`src/rtl/uart_cmd_decoder_if.sv`:
```
// uart_cmd_decoder_if: byte input, valid/ready request and error bundle for uart_cmd_decoder
interface uart_cmd_decoder_if;
  logic [7:0] data;
  logic       control;
  logic       cmd_ready;
  logic       cmd_valid;
  logic [3:0] cmd;
  logic [4:0] addr;
  logic       err;
  logic [1:0] err_code;
  modport master (output data, control, cmd_ready, input cmd_valid, cmd, addr, err, err_code);
  modport slave (input data, control, cmd_ready, output cmd_valid, cmd, addr, err, err_code);
endinterface

```
`src/rtl/uart_cmd_decoder.sv`:
```
// uart_cmd_decoder: assembles two-byte UART command frames into a valid/ready request with error reporting
// Define UART_CMD_TIMEOUT_EN to abort a frame when the address byte does not arrive within TIMEOUT_CYCLES.
module uart_cmd_decoder #(
  parameter int TIMEOUT_CYCLES = 11520,
  parameter int MAX_ADDR = 31
) (
  input logic clk_115200hz,
  input logic reset,
  uart_cmd_decoder_if.slave bus
);
  typedef enum logic [1:0] {IDLE, WAIT_ADDR, ISSUE} state_t;
  state_t r_state, w_state_nx;
  logic r_control_d, r_armed, r_err;
  logic [1:0] r_err_code, w_err_code;
  logic [3:0] r_cmd;
  logic [4:0] r_addr;
  logic w_strobe, w_err, w_cmd_ld, w_addr_ld, w_timeout;
  // r_armed blocks a control level that was already high when reset released
  assign w_strobe = bus.control & ~r_control_d & r_armed;
`ifdef UART_CMD_TIMEOUT_EN
  logic [13:0] r_cnt;
  always_ff @(posedge clk_115200hz or posedge reset)
    if (reset) r_cnt <= '0;
    else r_cnt <= (r_state == WAIT_ADDR) ? r_cnt + 14'd1 : '0;
  // fires on the edge where the counter steps onto TIMEOUT_CYCLES-1
  assign w_timeout = (r_state == WAIT_ADDR) && !w_strobe && (r_cnt == 14'(TIMEOUT_CYCLES - 2));
`else
  assign w_timeout = 1'b0;
`endif
  always_comb begin
    w_state_nx = r_state;
    w_err = 1'b0;
    w_err_code = r_err_code;
    w_cmd_ld = 1'b0;
    w_addr_ld = 1'b0;
    case (r_state)
      IDLE: if (w_strobe) begin
        w_cmd_ld = (bus.data >= 8'h03) && (bus.data <= 8'h09);
        w_state_nx = w_cmd_ld ? WAIT_ADDR : IDLE;
        w_err = !w_cmd_ld;
        w_err_code = w_cmd_ld ? r_err_code : 2'd1;
      end
      WAIT_ADDR: if (w_strobe) begin
        w_addr_ld = bus.data <= 8'(MAX_ADDR);
        w_state_nx = w_addr_ld ? ISSUE : IDLE;
        w_err = !w_addr_ld;
        w_err_code = w_addr_ld ? r_err_code : 2'd2;
      end else if (w_timeout) begin
        w_state_nx = IDLE;
        w_err = 1'b1;
        w_err_code = 2'd3;
      end
      ISSUE: begin
        w_state_nx = bus.cmd_ready ? IDLE : ISSUE;
        w_err = w_strobe;
        w_err_code = w_strobe ? 2'd0 : r_err_code;
      end
      default: w_state_nx = IDLE;
    endcase
  end
  always_ff @(posedge clk_115200hz or posedge reset)
    if (reset) begin
      r_state <= IDLE;
      r_control_d <= 1'b0;
      r_armed <= 1'b0;
      r_err <= 1'b0;
      r_err_code <= 2'd0;
      r_cmd <= 4'd0;
      r_addr <= 5'd0;
    end else begin
      r_state <= w_state_nx;
      r_control_d <= bus.control;
      r_armed <= r_armed | ~bus.control;
      r_err <= w_err;
      r_err_code <= w_err_code;
      r_cmd <= w_cmd_ld ? bus.data[3:0] : r_cmd;
      r_addr <= w_addr_ld ? bus.data[4:0] : r_addr;
    end
  assign bus.cmd_valid = (r_state == ISSUE);
  assign bus.cmd = r_cmd;
  assign bus.addr = r_addr;
  assign bus.err = r_err;
  assign bus.err_code = r_err_code;
endmodule
```
`src/flat_wrapper.sv`:
```
// flat-port wrapper written by rule: the top's interface ports become plain ports
module uart_cmd_decoder_flat 
#(
  parameter int TIMEOUT_CYCLES = 11520,
  parameter int MAX_ADDR = 31
)
  (clk_115200hz, reset, bus_data, bus_control, bus_cmd_ready, bus_cmd_valid, bus_cmd, bus_addr, bus_err, bus_err_code);
  uart_cmd_decoder_if bus_i ();
  input logic clk_115200hz;
  input logic reset;
  input wire logic [$bits(bus_i.data)-1:0] bus_data;
  input wire logic [$bits(bus_i.control)-1:0] bus_control;
  input wire logic [$bits(bus_i.cmd_ready)-1:0] bus_cmd_ready;
  output wire logic [$bits(bus_i.cmd_valid)-1:0] bus_cmd_valid;
  output wire logic [$bits(bus_i.cmd)-1:0] bus_cmd;
  output wire logic [$bits(bus_i.addr)-1:0] bus_addr;
  output wire logic [$bits(bus_i.err)-1:0] bus_err;
  output wire logic [$bits(bus_i.err_code)-1:0] bus_err_code;
  assign bus_i.data = bus_data;
  assign bus_i.control = bus_control;
  assign bus_i.cmd_ready = bus_cmd_ready;
  assign bus_cmd_valid = bus_i.cmd_valid;
  assign bus_cmd = bus_i.cmd;
  assign bus_addr = bus_i.addr;
  assign bus_err = bus_i.err;
  assign bus_err_code = bus_i.err_code;
  uart_cmd_decoder #(.TIMEOUT_CYCLES(TIMEOUT_CYCLES), .MAX_ADDR(MAX_ADDR)) u_core (.clk_115200hz(clk_115200hz), .reset(reset), .bus(bus_i));
endmodule
```
`config.mk`:
```
export PLATFORM = sky130hd
export DESIGN_NAME = uart_cmd_decoder_flat
export DESIGN_NICKNAME = d
export VERILOG_FILES = /design/src/rtl/uart_cmd_decoder_if.sv /design/src/rtl/uart_cmd_decoder.sv /design/src/flat_wrapper.sv
export SDC_FILE = /design/constraint.sdc
export NUM_CORES = 1
export LEC_CHECK = 0
export CAP_MARGIN = 40
export CORE_MARGIN = 2
export CORE_UTILIZATION = 30
export DETAILED_ROUTE_END_ITERATION = 10
export GPL_ROUTABILITY_DRIVEN = 0
export PLACE_DENSITY = 0.54
export REMOVE_ABC_BUFFERS = 1
export SYNTH_ARGS = -nofsm -noshare
export SYNTH_HDL_FRONTEND = slang
export SYNTH_SLANG_ARGS = --single-unit
```
`constraint.sdc`:
```
create_clock -name clk_115200hz -period 2.15 [get_ports clk_115200hz]
set_clock_uncertainty 0.05 [all_clocks]
set_input_delay 0.43 -clock clk_115200hz [delete_from_list [all_inputs] [get_ports clk_115200hz]]
set_output_delay 0.43 -clock clk_115200hz [all_outputs]
set_load 0.02 [all_outputs]
```
# Yosys cells after proc, flatten, opt, wreduce, memory -nomap -nowiden
# Cells that the tools add are included.
# totals
ff_bits,16
out_inout_bits,13
inputBits,12
# op_classes
bitwise_logic,5
n_reduce_logical,7
n_lt_le_gt_ge,3
muxes,19
n_eq_ne,7
# ops
op,count
2-bit two-way mux,9
2-bit one-hot mux with 3 select lines,2
8-bit by 2-bit >= comparator with 1-bit output (second input constant),1
8-bit by 4-bit less-or-equal comparator with 1-bit output (second input constant),1
8-bit by 5-bit less-or-equal comparator with 1-bit output (second input constant),1
1-bit two-way mux,7
2-bit by 1-bit inequality test with 1-bit output (second input constant),3
6-bit AND reduction,1
2-bit inequality test (second input constant),2
1-bit one-hot mux with 3 select lines,1
3-bit nonzero test,1
1-bit bitwise AND,2
2-bit by 1-bit == test with 1-bit output (second input constant),1
2-bit == test (second input constant),1
1-bit zero test,2
2-bit zero test,1
1-bit NOT,2
2-bit AND reduction,1
1-bit logical AND,1
1-bit OR,1

# Depth between registers and ports, before layout
# depth
depth_word,5
ltp_mapped,7
mapped_depth_nobuf,6

# Worst setup path after synthesis
# OpenSTA, ideal clock, no wires.
# synth_timing
kind,register -> register
from,register u_core.r_state[0]
to,"register u_core.r_cmd[0], in the netlist u_core.bus.cmd[0]"
n_path_buf,1
slack_ns,0.303
arrival_time_ns,1.672
required_ns,1.975
setup_time_ns,0.125
path_stages_with_launch,8
period_less_slack_ns,1.847
cell_sequence,dfrtp_1 > inv_1 > ha_1 > nor3b_1 > a22o_1 > and3_1 > buf_6 > mux2_4
# synth_via
elab_chain_len,2
# synth_lines
item,line,text
from (decl),uart_cmd_decoder.sv:12,"state_t r_state, w_state_nx;"
from (signal assigned),uart_cmd_decoder.sv:71,r_state <= w_state_nx;
2-bit zero test,uart_cmd_decoder.sv:36,case (r_state)
1-bit two-way mux,uart_cmd_decoder.sv:36,
to (signal assigned),uart_cmd_decoder.sv:76,r_cmd <= w_cmd_ld ? bus.data[3:0] : r_cmd;
to (decl),uart_cmd_decoder.sv:15,logic [3:0] r_cmd;
# No other way between the ends.
# A chain may end at the register's enable or synchronous reset.

# Worst setup path after layout
# layout_timing
from,register u_core.r_state[0]
to,"register u_core.r_cmd[3], in the netlist u_core.bus.cmd[3]"
# The elaborated chain is that of the path after synthesis.

==> qor.yml <==
worst_setup_path:
  path_class: "flip-flop to flip-flop"
  cp.arrival_ns: 2.16
  cp_slowest_stage_delay_ns: 0.44
  reg2reg_depth: 6
  worstPathCellList: "inv_1, ha_1, nor3b_1, a22o_1, and3_1, mux2_4"
  reg2reg_slack_ns: 0.12
  path_buf_inv: 1
  regToRegEndpoint: "u_core.bus.cmd[3]"
  worst_setup_path_end_kind: "flip-flop"
  cp-start-kind: "flip-flop"
  cp_slowest_cell: "dfrtp_1"
  path_max_fanout: 5
  reg2reg_from: "u_core.r_state[0]"
  critPathTopFamily: "simple AND/OR/NAND/NOR gates"
  cp.required_ns: 2.28
job:
  cap_violations: 0
detailed_routing:
  drt_pass1_iterations: 4
  wirelength_um: 1646
  viasPerCell: 4.743
  via_count: 645
  wire_per_inst_um: 12.10
  drc: 0
  ant_nets: 0
  first_iter_violations: 13
clock_network:
  clk_path_buf_depth: 2
  cts_tree: "done"
  cts_buffers: 3
  cts_sinks: 16
  clkTransAtPathRegs_ns: 0.10
  cts_hold_buffers: 0
  postCtsSetupRepairBufs: 0
  h-tree-depth: 1
  clk-insertion-delay-late_ns: 0.29
  cts_resized: 1
  clockRootBuffer: "clkbuf_4"
place:
  port_buffers: 24
  dp_hpwl_um: 1277
  place_inst: 132
  dpl-instance-area_mm2: 0.001169
global_route:
  grt_max_degree: 17
  antenna_found_initial: 0
  track_usage_pct: 11.82
  overflow: 0
  grt_pass1_wl_um: 2849
  first_global_vias: 618
logic_synthesis:
  seq_area_frac_synth_pct: 48.48
  syn-mean-instance-area_um2: 12.14
  yosysWarningCount: 0
  ys_ff_latch: 16
  ys_types: 30
  syn_inst: 68
  syn-cell-area_um2: 825.8
die:
  die_h_um: 56.47
  fp.coreArea_mm2: 0.002686
  num_rows: 19
  die_w_um: 56.47
  io_pins: 25
  start_util_pct: 30.74
  die_area_mm2: 0.003188
power_and_ir_drop:
  power_density_mw_per_mm2: 567.4
  ir_worst_vdd_mv: 0.5026
  p_leak_nw: 0.5781
  finalPower_mw: 0.6829
sta:
  tightest_slew_ns: 0.6347
  relSlewSlack_pct: 57.64
  setup-tns-final_ns: 0
  finalHoldViolCount: 0
  fmax_mhz: 492.0
  setup_violations: 0
  rsz0062_at_grt: "false"
  fin_crit_ns: 2.033
  fin_crit_sh_pct: 94.54
  slew_violations: 0
min_path:
  holdPathEnd: "u_core.bus.addr[0]"
  hp-class: "flip-flop to flip-flop"
  whs_path_depth: 1
  hp-start: "u_core.bus.addr[0]"
cells_and_area:
  post-route-cell-area_mm2: 0.001204
  drive_gt1_share_pct: 19.05
  layout_common_cells: "clkdlybuf4s50_1 (23), dfrtp_1 (16), buf_4 (10)"
  layout_commonest_cell: "clkdlybuf4s50_1"
  n_fill_cell: 261
  synthToLayoutAreaGrowth_pct: 45.76
  stdcell_count: 136
  antennaDiodeCount: 0
  final_util_pct: 44.81
  nets: 123
outcome:
  status: "complete, no violations"
==> layout make-up <==
type / count / area [um2] / share of cell area, %
timing repair buffer: 34 / 314.1 / 26.09
multi-input combinational: 46 / 395.4 / 32.85
tap: 31 / 38.79 / 3.222
clock buffer: 4 / 36.28 / 3.015
inverter: 5 / 18.77 / 1.559
sequential: 16 / 400.4 / 33.26
==> per-layer routing <==
layer | part of all wire (%) | vias to the layer above | GRT usage (%)
li1 | - | 320 | -
met4 | 1.5 | 0 | 4.082
met2 | 42 | 21 | 16.94
met5 | 0 | - | 0
met3 | 7.0 | 4 | 5.760
met1 | 49 | 300 | 15.45
==> flip-flops by register name, indices dropped and copies added, names as in the netlist <==
| signal | flops |
|---|---|
| u_core.bus.addr | 5 |
| u_core.bus.err | 1 |
| u_core.r_control_d | 1 |
| u_core.r_armed | 1 |
| u_core.r_state | 2 |
| u_core.bus.err_code | 2 |
| u_core.bus.cmd | 4 |
==> power by group <==
part	internal [mW]	total, mW	switching (mW)
Clock	0.103	0.199	0.0958
Sequential	0.320	0.330	0.00990
Combinational	0.0860	0.154	0.0677
Total	0.510	0.683	0.173
==> logic make-up after synthesis <==
kind of cell | Yosys count | share of synthesized area (%)
buffers and inverters | 6 | 3.637
adder cells (fa/ha/maj) | 5 | 7.576
AND/OR/NAND/NOR | 18 | 13.79
AO/OA/AOI/OAI | 12 | 10.00
flip-flops | 16 | 48.48
multiplexers | 11 | 16.52
==> synthesized netlist by cell type, drive strengths merged <==
master	instances	area share, %
o31ai	1	0.91
a31oi	1	0.76
mux2	9	14
o21ai	2	1.2
nor3b	1	0.91
nor4b	1	1.8
nand4bb	1	1.4
nand2	3	1.4
o41ai	1	1.1
a21oi	2	1.2
and3b	1	1.1
nor2	4	1.8
a21o	2	1.8
nor3	2	1.8
a221oi	1	1.1
a22o	1	1.1
ha	5	7.6
nand2b	1	0.76
dfrtp	16	48
inv	5	2.3
or3	1	0.76
nand3	1	0.61
mux2i	2	2.4
buf	1	1.4
and3	1	0.76
nor2b	1	0.76
o21bai	1	0.91
==> stage by stage <==
stage          hold WS (ns)  worst slack (ns)
2_1_floorplan        0.2937            0.2608
3_3_place_gp         0.4189          -0.08702
3_5_place_dp         0.4336           -0.1456
4_1_cts              0.4569            0.1357
5_1_grt              0.4785           0.01057
6_report             0.4472            0.1175
==> how the worst max path moves through the flow <==
stage / startpoint / to / slack [ns] / cells after the start
floorplan: u_core.r_state[0] / u_core.bus.cmd[0] / 0.26 / 6
global placement: bus_data[1] / u_core.bus.cmd[3] / -0.09 / 5
detailed placement: bus_data[1] / u_core.bus.cmd[3] / -0.15 / 5
CTS: u_core.r_state[0] / u_core.bus.cmd[3] / 0.14 / 6
global route: u_core.r_state[0] / u_core.bus.cmd[2] / 0.01 / 6
finish: u_core.r_state[0] / u_core.bus.cmd[3] / 0.12 / 6
Note: power is estimated with default switching activity, not from simulation.
